<file path="src/rtl/reg_file_rename.sv">
// Architectural register file with rename busy/tag state; reads are combinational (0 cycles) with commit bypass.
// Commit/rename/flush update on the next edge; rdy=0 stalls all state, no internal backpressure.
module reg_file_rename #(
    parameter int TAG_W = 4,
    parameter int XLEN  = 32,
    parameter int NREG  = 32
) (
    input  logic             clk,
    input  logic             rst,
    input  logic             rdy,
    input  logic             rn_fg,
    input  logic [4:0]       rn_idx,
    input  logic [TAG_W-1:0] rn_tag,
    input  logic             cm_fg,
    input  logic [4:0]       cm_idx,
    input  logic [XLEN-1:0]  cm_val,
    input  logic [TAG_W-1:0] cm_tag,
    input  logic             flush,
    input  logic [4:0]       rs1_addr,
    input  logic [4:0]       rs2_addr,
    output logic             rs1_ready,
    output logic             rs2_ready,
    output logic [XLEN-1:0]  rs1_val,
    output logic [XLEN-1:0]  rs2_val,
    output logic [5:0]       busy_cnt
);

    logic [XLEN-1:0]  val_q [NREG];
    logic [XLEN-1:0]  val_d [NREG];
    logic [TAG_W-1:0] tag_q [NREG];
    logic [TAG_W-1:0] tag_d [NREG];
    logic [NREG-1:0]  busy_q;
    logic [NREG-1:0]  busy_d;
    logic [5:0]       busy_cnt_q;
    logic [5:0]       busy_cnt_d;

    logic cm_en;
    logic rn_en;
    logic cm_clr;
    logic rn_new;

    // A commit only releases the register if its tag still names the newest producer
    // and no rename of the same register lands in this cycle.
    always_comb begin
        cm_en  = rdy && cm_fg && (cm_idx != 5'd0);
        rn_en  = rdy && rn_fg && (rn_idx != 5'd0) && !flush;
        cm_clr = cm_en && busy_q[cm_idx] && (tag_q[cm_idx] == cm_tag)
                 && !(rn_fg && (rn_idx == cm_idx));
        rn_new = rn_en && !busy_q[rn_idx];
    end

    always_comb begin
        val_d      = val_q;
        tag_d      = tag_q;
        busy_d     = busy_q;
        busy_cnt_d = busy_cnt_q;
        if (cm_en) begin
            val_d[cm_idx] = cm_val;
        end
        if (cm_clr) begin
            busy_d[cm_idx] = 1'b0;
        end
        if (rn_en) begin
            busy_d[rn_idx] = 1'b1;
            tag_d[rn_idx]  = rn_tag;
        end
        if (rdy && flush) begin
            busy_d     = '0;
            busy_cnt_d = '0;
        end else begin
            busy_cnt_d = busy_cnt_q + {5'd0, rn_new} - {5'd0, cm_clr};
        end
    end

    always_ff @(posedge clk) begin
        if (!rst) begin
            for (int i = 0; i < NREG; i++) begin
                val_q[i] <= '0;
                tag_q[i] <= '0;
            end
            busy_q     <= '0;
            busy_cnt_q <= '0;
        end else begin
            val_q      <= val_d;
            tag_q      <= tag_d;
            busy_q     <= busy_d;
            busy_cnt_q <= busy_cnt_d;
        end
    end

    // Returns {ready, value-or-tag}; a same-cycle rename deliberately plays no part here.
    function automatic logic [XLEN:0] read_port(input logic [4:0] addr);
        logic [XLEN:0] res;
        if (addr == 5'd0) begin
            res = '0;
            res[XLEN] = 1'b1;
        end else if (cm_fg && rdy && (cm_idx == addr) && busy_q[addr]
                     && (cm_tag == tag_q[addr])) begin
            res = {1'b1, cm_val};
        end else if (busy_q[addr]) begin
            res = {1'b0, {(XLEN-TAG_W){1'b0}}, tag_q[addr]};
        end else begin
            res = {1'b1, val_q[addr]};
        end
        return res;
    endfunction

    always_comb begin
        {rs1_ready, rs1_val} = read_port(rs1_addr);
        {rs2_ready, rs2_val} = read_port(rs2_addr);
    end

    assign busy_cnt = busy_cnt_q;

endmodule

</file>
<file path="config.mk">
export PLATFORM = sky130hd
export DESIGN_NAME = reg_file_rename
export DESIGN_NICKNAME = d
export VERILOG_FILES = /design/src/rtl/reg_file_rename.sv
export SDC_FILE = /design/constraint.sdc
export NUM_CORES = 2
export LEC_CHECK = 0
export CORE_MARGIN = 5
export CORE_UTILIZATION = 51
export DETAILED_ROUTE_END_ITERATION = 8
export PLACE_DENSITY = 0.75
export SLEW_MARGIN = 30
export SYNTH_ARGS = -nofsm -noshare
export SYNTH_HDL_FRONTEND = slang
export SYNTH_SLANG_ARGS = --single-unit
export TNS_END_PERCENT = 20
</file>
<file path="constraint.sdc">
create_clock -name clk -period 3.9 [get_ports clk]
set_clock_uncertainty 0.1 [all_clocks]
set_input_delay 0.78 -clock clk [delete_from_list [all_inputs] [get_ports clk]]
set_output_delay 0.78 -clock clk [all_outputs]
set_load 0.01 [all_outputs]
</file>
Word level (Yosys, flattened, before mapping)
Cells that the tools add are included.

Equality and inequality tests: 6. Reduce and logical (&&, ||, !) cells: 29. Bitwise gates (word level): 8. Add/sub/neg operators: 2. Order comparisons: 12. Muxes and demuxes: 41.

Operators with widths (count): $bwmux W1024 (1); $bmux W32 S5 (2); $mux W32 (7); $mux W33 (6); $demux W32 S5 (1); $bwmux W128 (1); $bmux W4 S5 (3); $and A32 B32 Y32 (1); $not A32 Y32 (1); $or A32 B32 Y32 (1); $mux W4 (7); $ge A6 B6 Y1 const B (4); $lt A5 B6 Y1 const B (4); $not A5 Y6 (4); $logic_and A1 B1 Y1 (21); $bmux W1 S5 (4); $demux W4 S5 (1); $eq A5 B5 Y1 (3); $eq A4 B4 Y1 (3); $lt A6 B1 Y1 const B (2); $demux W1 S5 (2); $ge A5 B1 Y1 const B (2); $logic_not A5 Y1 (2); $reduce_bool A5 Y1 (2); other kinds (6) (13).

Word-level logic and storage cells: 164. Register bits: 1190. Output and inout bits: 72.

Logic depth before layout (Yosys ltp)
Depth after elaboration: 10. Depth in mapped cells: 18.

Worst setup path after synthesis
Ideal clock, no wire load.

Kind: in2out. Start: input port rs1_addr[0]. End: output port rs1_val[23]. Data required time: 3.020 ns. Data arrival time: 3.198 ns. Slack: -0.178 ns. Cell stages on the path: 8. Cells stage by stage: buf_4 buf_4 buf_1 buf_2 mux4_2 mux4_2 mux2i_1 o2bb2ai_1.

Word-level cells in the longest chain between the ends: 8.

RTL lines: from (decl) (line 19) `input logic [4:0] rs1_addr,`; $not A5 Y6 (implied by the code) (line 98, 103); $bmux W4 S5 (line 98) `&& (cm_tag == tag_q[addr])) begin`; $mux W4 (implied by the code) (2 in a row) (line 98); $eq A4 B4 Y1 (line 98); $logic_and A1 B1 Y1 (line 98); $mux W33 (line 97) `end else if (cm_fg && rdy && (cm_idx == addr) && busy_q[addr]`; $mux W33 (*) (line 94) `if (addr == 5'd0) begin`; to (decl) (line 23) `output logic [XLEN-1:0] rs1_val,`.

Mark *: on every way between the ends. The rest lies on a longest branch, timed or not. The select of a mux whose other input is x is not followed.

Final worst setup path
Start: register busy_q[6]. End: output port rs2_val[22].

Word-level cells in the longest chain between the ends: 6.

RTL lines: from (decl) (line 32) `logic [NREG-1:0] busy_q;`; from (signal assigned) (line 86) `busy_q <= busy_d;`; $bmux W1 S5 (*) (line 97, 100); $mux W1 (implied by the code) (*) (line 97, 100); $logic_and A1 B1 Y1 (line 97); $logic_and A1 B1 Y1 (line 98); $mux W33 (*) (line 97); $mux W33 (*) (line 94); to (decl) (line 24) `output logic [XLEN-1:0] rs2_val,`.

Marks and branches as above.

==> results_dict.tcl <==
set metrics [dict create \
    vias 58222 \
    die_area_um2 136000 \
    wl_um 256000 \
    crit_cells 10 \
    synthCells 6716 \
    synth_top_area_share_pct 36.4 \
    ys_warn_count 0 \
    firstDrtPassIters 7 \
    reg2reg_slack_ns 0.15 \
    cap_viol_max_count 0 \
    crit_buf_inv 4 \
    synth.ff_latch_count 1190 \
    boundaryPins 138 \
    r2r_start "tag_q[110]$_SDFFE_PN0P_" \
    crit_arrival_ns 3.53 \
    worst-setup-path-type "flip-flop to output port" \
    cts-buffers-inserted 133 \
    timing.slew.headroom_pct 31.3 \
    tightest_slew_ns 1.03 \
    post-dp-hpwl_um 156000 \
    cp_cell_sequence "mux4_2, mux4_2, mux2i_4, buf_6, nand3b_1, and4bb_4, buf_12, buf_12, o2bb2ai_1, buf_2" \
    synth_ff_type "dfxtp_1" \
    place_area_um2 71600 \
    clockPowerShare_pct 47.8 \
    max_freq_mhz 227 \
    p_int_mw 21.1 \
    synth.area.top_cells "dfxtp_1 (36%), mux4_2 (25%), nand2_1 (13%), a21boi_0 (11%), mux2i_1 (3.3%)" \
    grt_pass1_vias 56299 \
    fin_util_pct 60.7 \
    power_density_nw_per_um2 363 \
    worstRegToRegCells 16 \
    clk_path_buf_depth 3 \
    antenna_found_initial 3 \
    crit_path_max_fanout 8 \
    async_reset_ff_share_pct 0 \
    synth_edf_count 0 \
    start_util_pct 51.3 \
    track_usage_pct 36.5 \
    min_period_over_period_pct 113 \
    hp-class "primary input to flip-flop" \
    port_buffers 137 \
    cp_top_family "multiplexers" \
    crit_start "busy_q[6]$_SDFF_PP0_" \
    setup_violations 66 \
    finalPower_mw 28.1 \
    cp-end-kind "output port" \
    gp_congestion 1.02 \
    fin_area_um2 77400 \
    cts_hold_buf 0 \
    critPathCapture "rs2_val[22]" \
    rows 131 \
    cp_slowest_cell "mux4_2" \
    worst_path_largest_cell_delay_ns 0.51 \
    start_kind "flip-flop" \
    ys_seq_area_share_pct 36.4 \
    pre_cts_ws_ns -1.08 \
    ant_nets 0 \
    sw_frac_of_total_pct 25.0 \
    layout-drive-gt1-share_pct 25.2 \
    synth.most_common_cell "nand2_1" \
    synth.avg_cell_area_um2 9.75 \
    syn_area_um2 65500 \
    fp.dieW_um 368 \
    synth_commonest_cells "nand2_1 (2,220), dfxtp_1 (1,190), a21boi_0 (979)" \
    fin_crit_ns 4.41 \
    drv_slew 0 \
    grt_pass1_wl_um 371000 \
    path_clk_slew_ns 0.06 \
    status "finished, violations left" \
    violations "negative setup slack" \
    cts_root_buf "clkbuf_16" \
    cts_tree "built" \
    drc_errors 0 \
    fp.dieH_um 368 \
    cts.sinks 1190 \
    yosysTopAreaCell "dfxtp_1" \
    grt.overflow.total 0 \
    syn_to_final_growth_pct 18.2 \
    ys_types 53 \
    fill_cells 9985 \
    drtIter0Drc 9148 \
    final_nets 6901 \
    hold_ws_ns 0.366 \
    grt_max_degree 239 \
    ir_drop_v 0.000333 \
    htreeDepth 4 \
    reg2reg_to "busy_cnt[5]$_SDFF_PP0_" \
    seqPwrFrac_pct 43.6 \
    wl_per_cell_um 29.7 \
    p_comb_share_pct 8.7 \
    power_switching_mw 7.03 \
    power.leakage_nw 25.8 \
    syn_nets 6789 \
    worst_slack_ns -0.510 \
    viasPerCell 6.77 \
    insertion_delay_ns 0.79 \
    grt_setup_unrepaired "yes" \
    critPathRequiredTime_ns 3.02 \
    hold_viol_final 0 \
    coreArea_um2 128000 \
]
## cell usage in the layout (no fill, tap or decap), types with 31 or more instances in the layout
master           synthesis  final
a21boi_0               979    979
a21boi_1                97     97
a22oi_1                 70     65
a311oi_1                31     31
and2_1                  46     46
buf_12                   3     94
buf_2                  103     51
buf_4                   18    408
clkbuf_16                0    137
clkbuf_8                 0     32
clkdlybuf4s50_1          0     57
dfxtp_1               1190   1152
dfxtp_2                  0     35
mux2i_1                214    196
mux4_2                 725    725
nand2_1               2220   2188
nand2_2                  1     31
nor2_1                 117     86
nor2b_1                 52     51
nor3_1                  36     35
## kinds of logic after synthesis
family                   share of synthesized area, %
AND/OR/NAND/NOR                                  15.3
AO/OA/AOI/OAI                                    14.8
flip-flops                                       36.4
multiplexers                                     28.2
buffers and inverters                            4.63
XOR/XNOR                                        0.428
adder cells (fa/ha/maj)                         0.145
## power groups by stage
stage	combinational (mW)	sequential, mW	clock [mW]
final	2.43	12.2	13.4
after global placement	2.26	12.5	0
after floorplan	1.43	12.5	0
after detailed placement	2.27	12.5	0
after global routing	2.50	12.2	14.0
after CTS	2.33	12.2	13.4
## worst register-to-register path, stage by stage (launching register included)
cell,delay [ns]
dfxtp_1,0.35
buf_4,0.16
mux4_2,0.51
a22oi_1,0.31
nand4_1,0.19
xnor2_2,0.20
and4_2,0.30
ha_1,0.28
inv_1,0.04
ha_1,0.22
buf_4,0.15
a21o_1,0.18
a21oi_2,0.17
o21bai_1,0.10
a21oi_1,0.18
xnor2_1,0.15
nor2_1,0.05
## how the worst min path moves through the flow
stage	start	end	slack (ns)	cells after the start
2_1_floorplan	val_q[161]$_SDFFE_PN0P_	val_q[161]$_SDFFE_PN0P_	0.34	2
3_3_place_gp	val_q[334]$_SDFFE_PN0P_	val_q[334]$_SDFFE_PN0P_	0.35	2
3_5_place_dp	val_q[572]$_SDFFE_PN0P_	val_q[572]$_SDFFE_PN0P_	0.36	2
4_1_cts	rst	val_q[636]$_SDFFE_PN0P_	0.34	2
5_1_grt	rst	val_q[766]$_SDFFE_PN0P_	0.37	2
6_report	rst	val_q[581]$_SDFFE_PN0P_	0.37	2
## repair_timing
| item | in CTS | in global routing |
|---|---|---|
| pin swaps | 7 | 10 |
| gates cloned | 9 | 2 |
| gates resized for setup | 372 | 91 |
| buffers inserted | 8 | 3 |
| endpoints found under the setup margin | 66 | 68 |
## flip-flops by register name (all words and copies together), names as in the netlist
register,cells
busy_cnt,6
busy_q,32
tag_q,128
val_q,1024
## per-stage QoR
step                      cells  setup TNS, ns
after global routing       8596         -30.63
after detailed placement   8334         -75.94
final                      8604         -28.37
after floorplan            6716          -1.10
after global placement     8323        -101.32
after CTS                  8589         -27.29
## final cells by class
| type | count | area (um2) | area share, % |
|---|---|---|---|
| inverter | 7 | 26.3 | 0.0340 |
| clock inverter | 44 | 696 | 0.899 |
| multi-input combinational | 4816 | 39600 | 51.2 |
| tap | 1662 | 2080 | 2.69 |
| sequential | 1190 | 23900 | 30.9 |
| timing repair buffer | 680 | 7140 | 9.22 |
| clock buffer | 196 | 3930 | 5.08 |
| antenna | 9 | 22.5 | 0.0291 |
## per-layer routing
layer / vias up / global-route usage [%] / routed length, um
met5: - / 0 / 392
met4: 6 / 24.7 / 21500
met3: 1249 / 13.5 / 38300
met2: 4581 / 52.6 / 107000
met1: 28415 / 45.6 / 88500
li1: 23971 / - / -
Power figures use the tool's default switching activity.
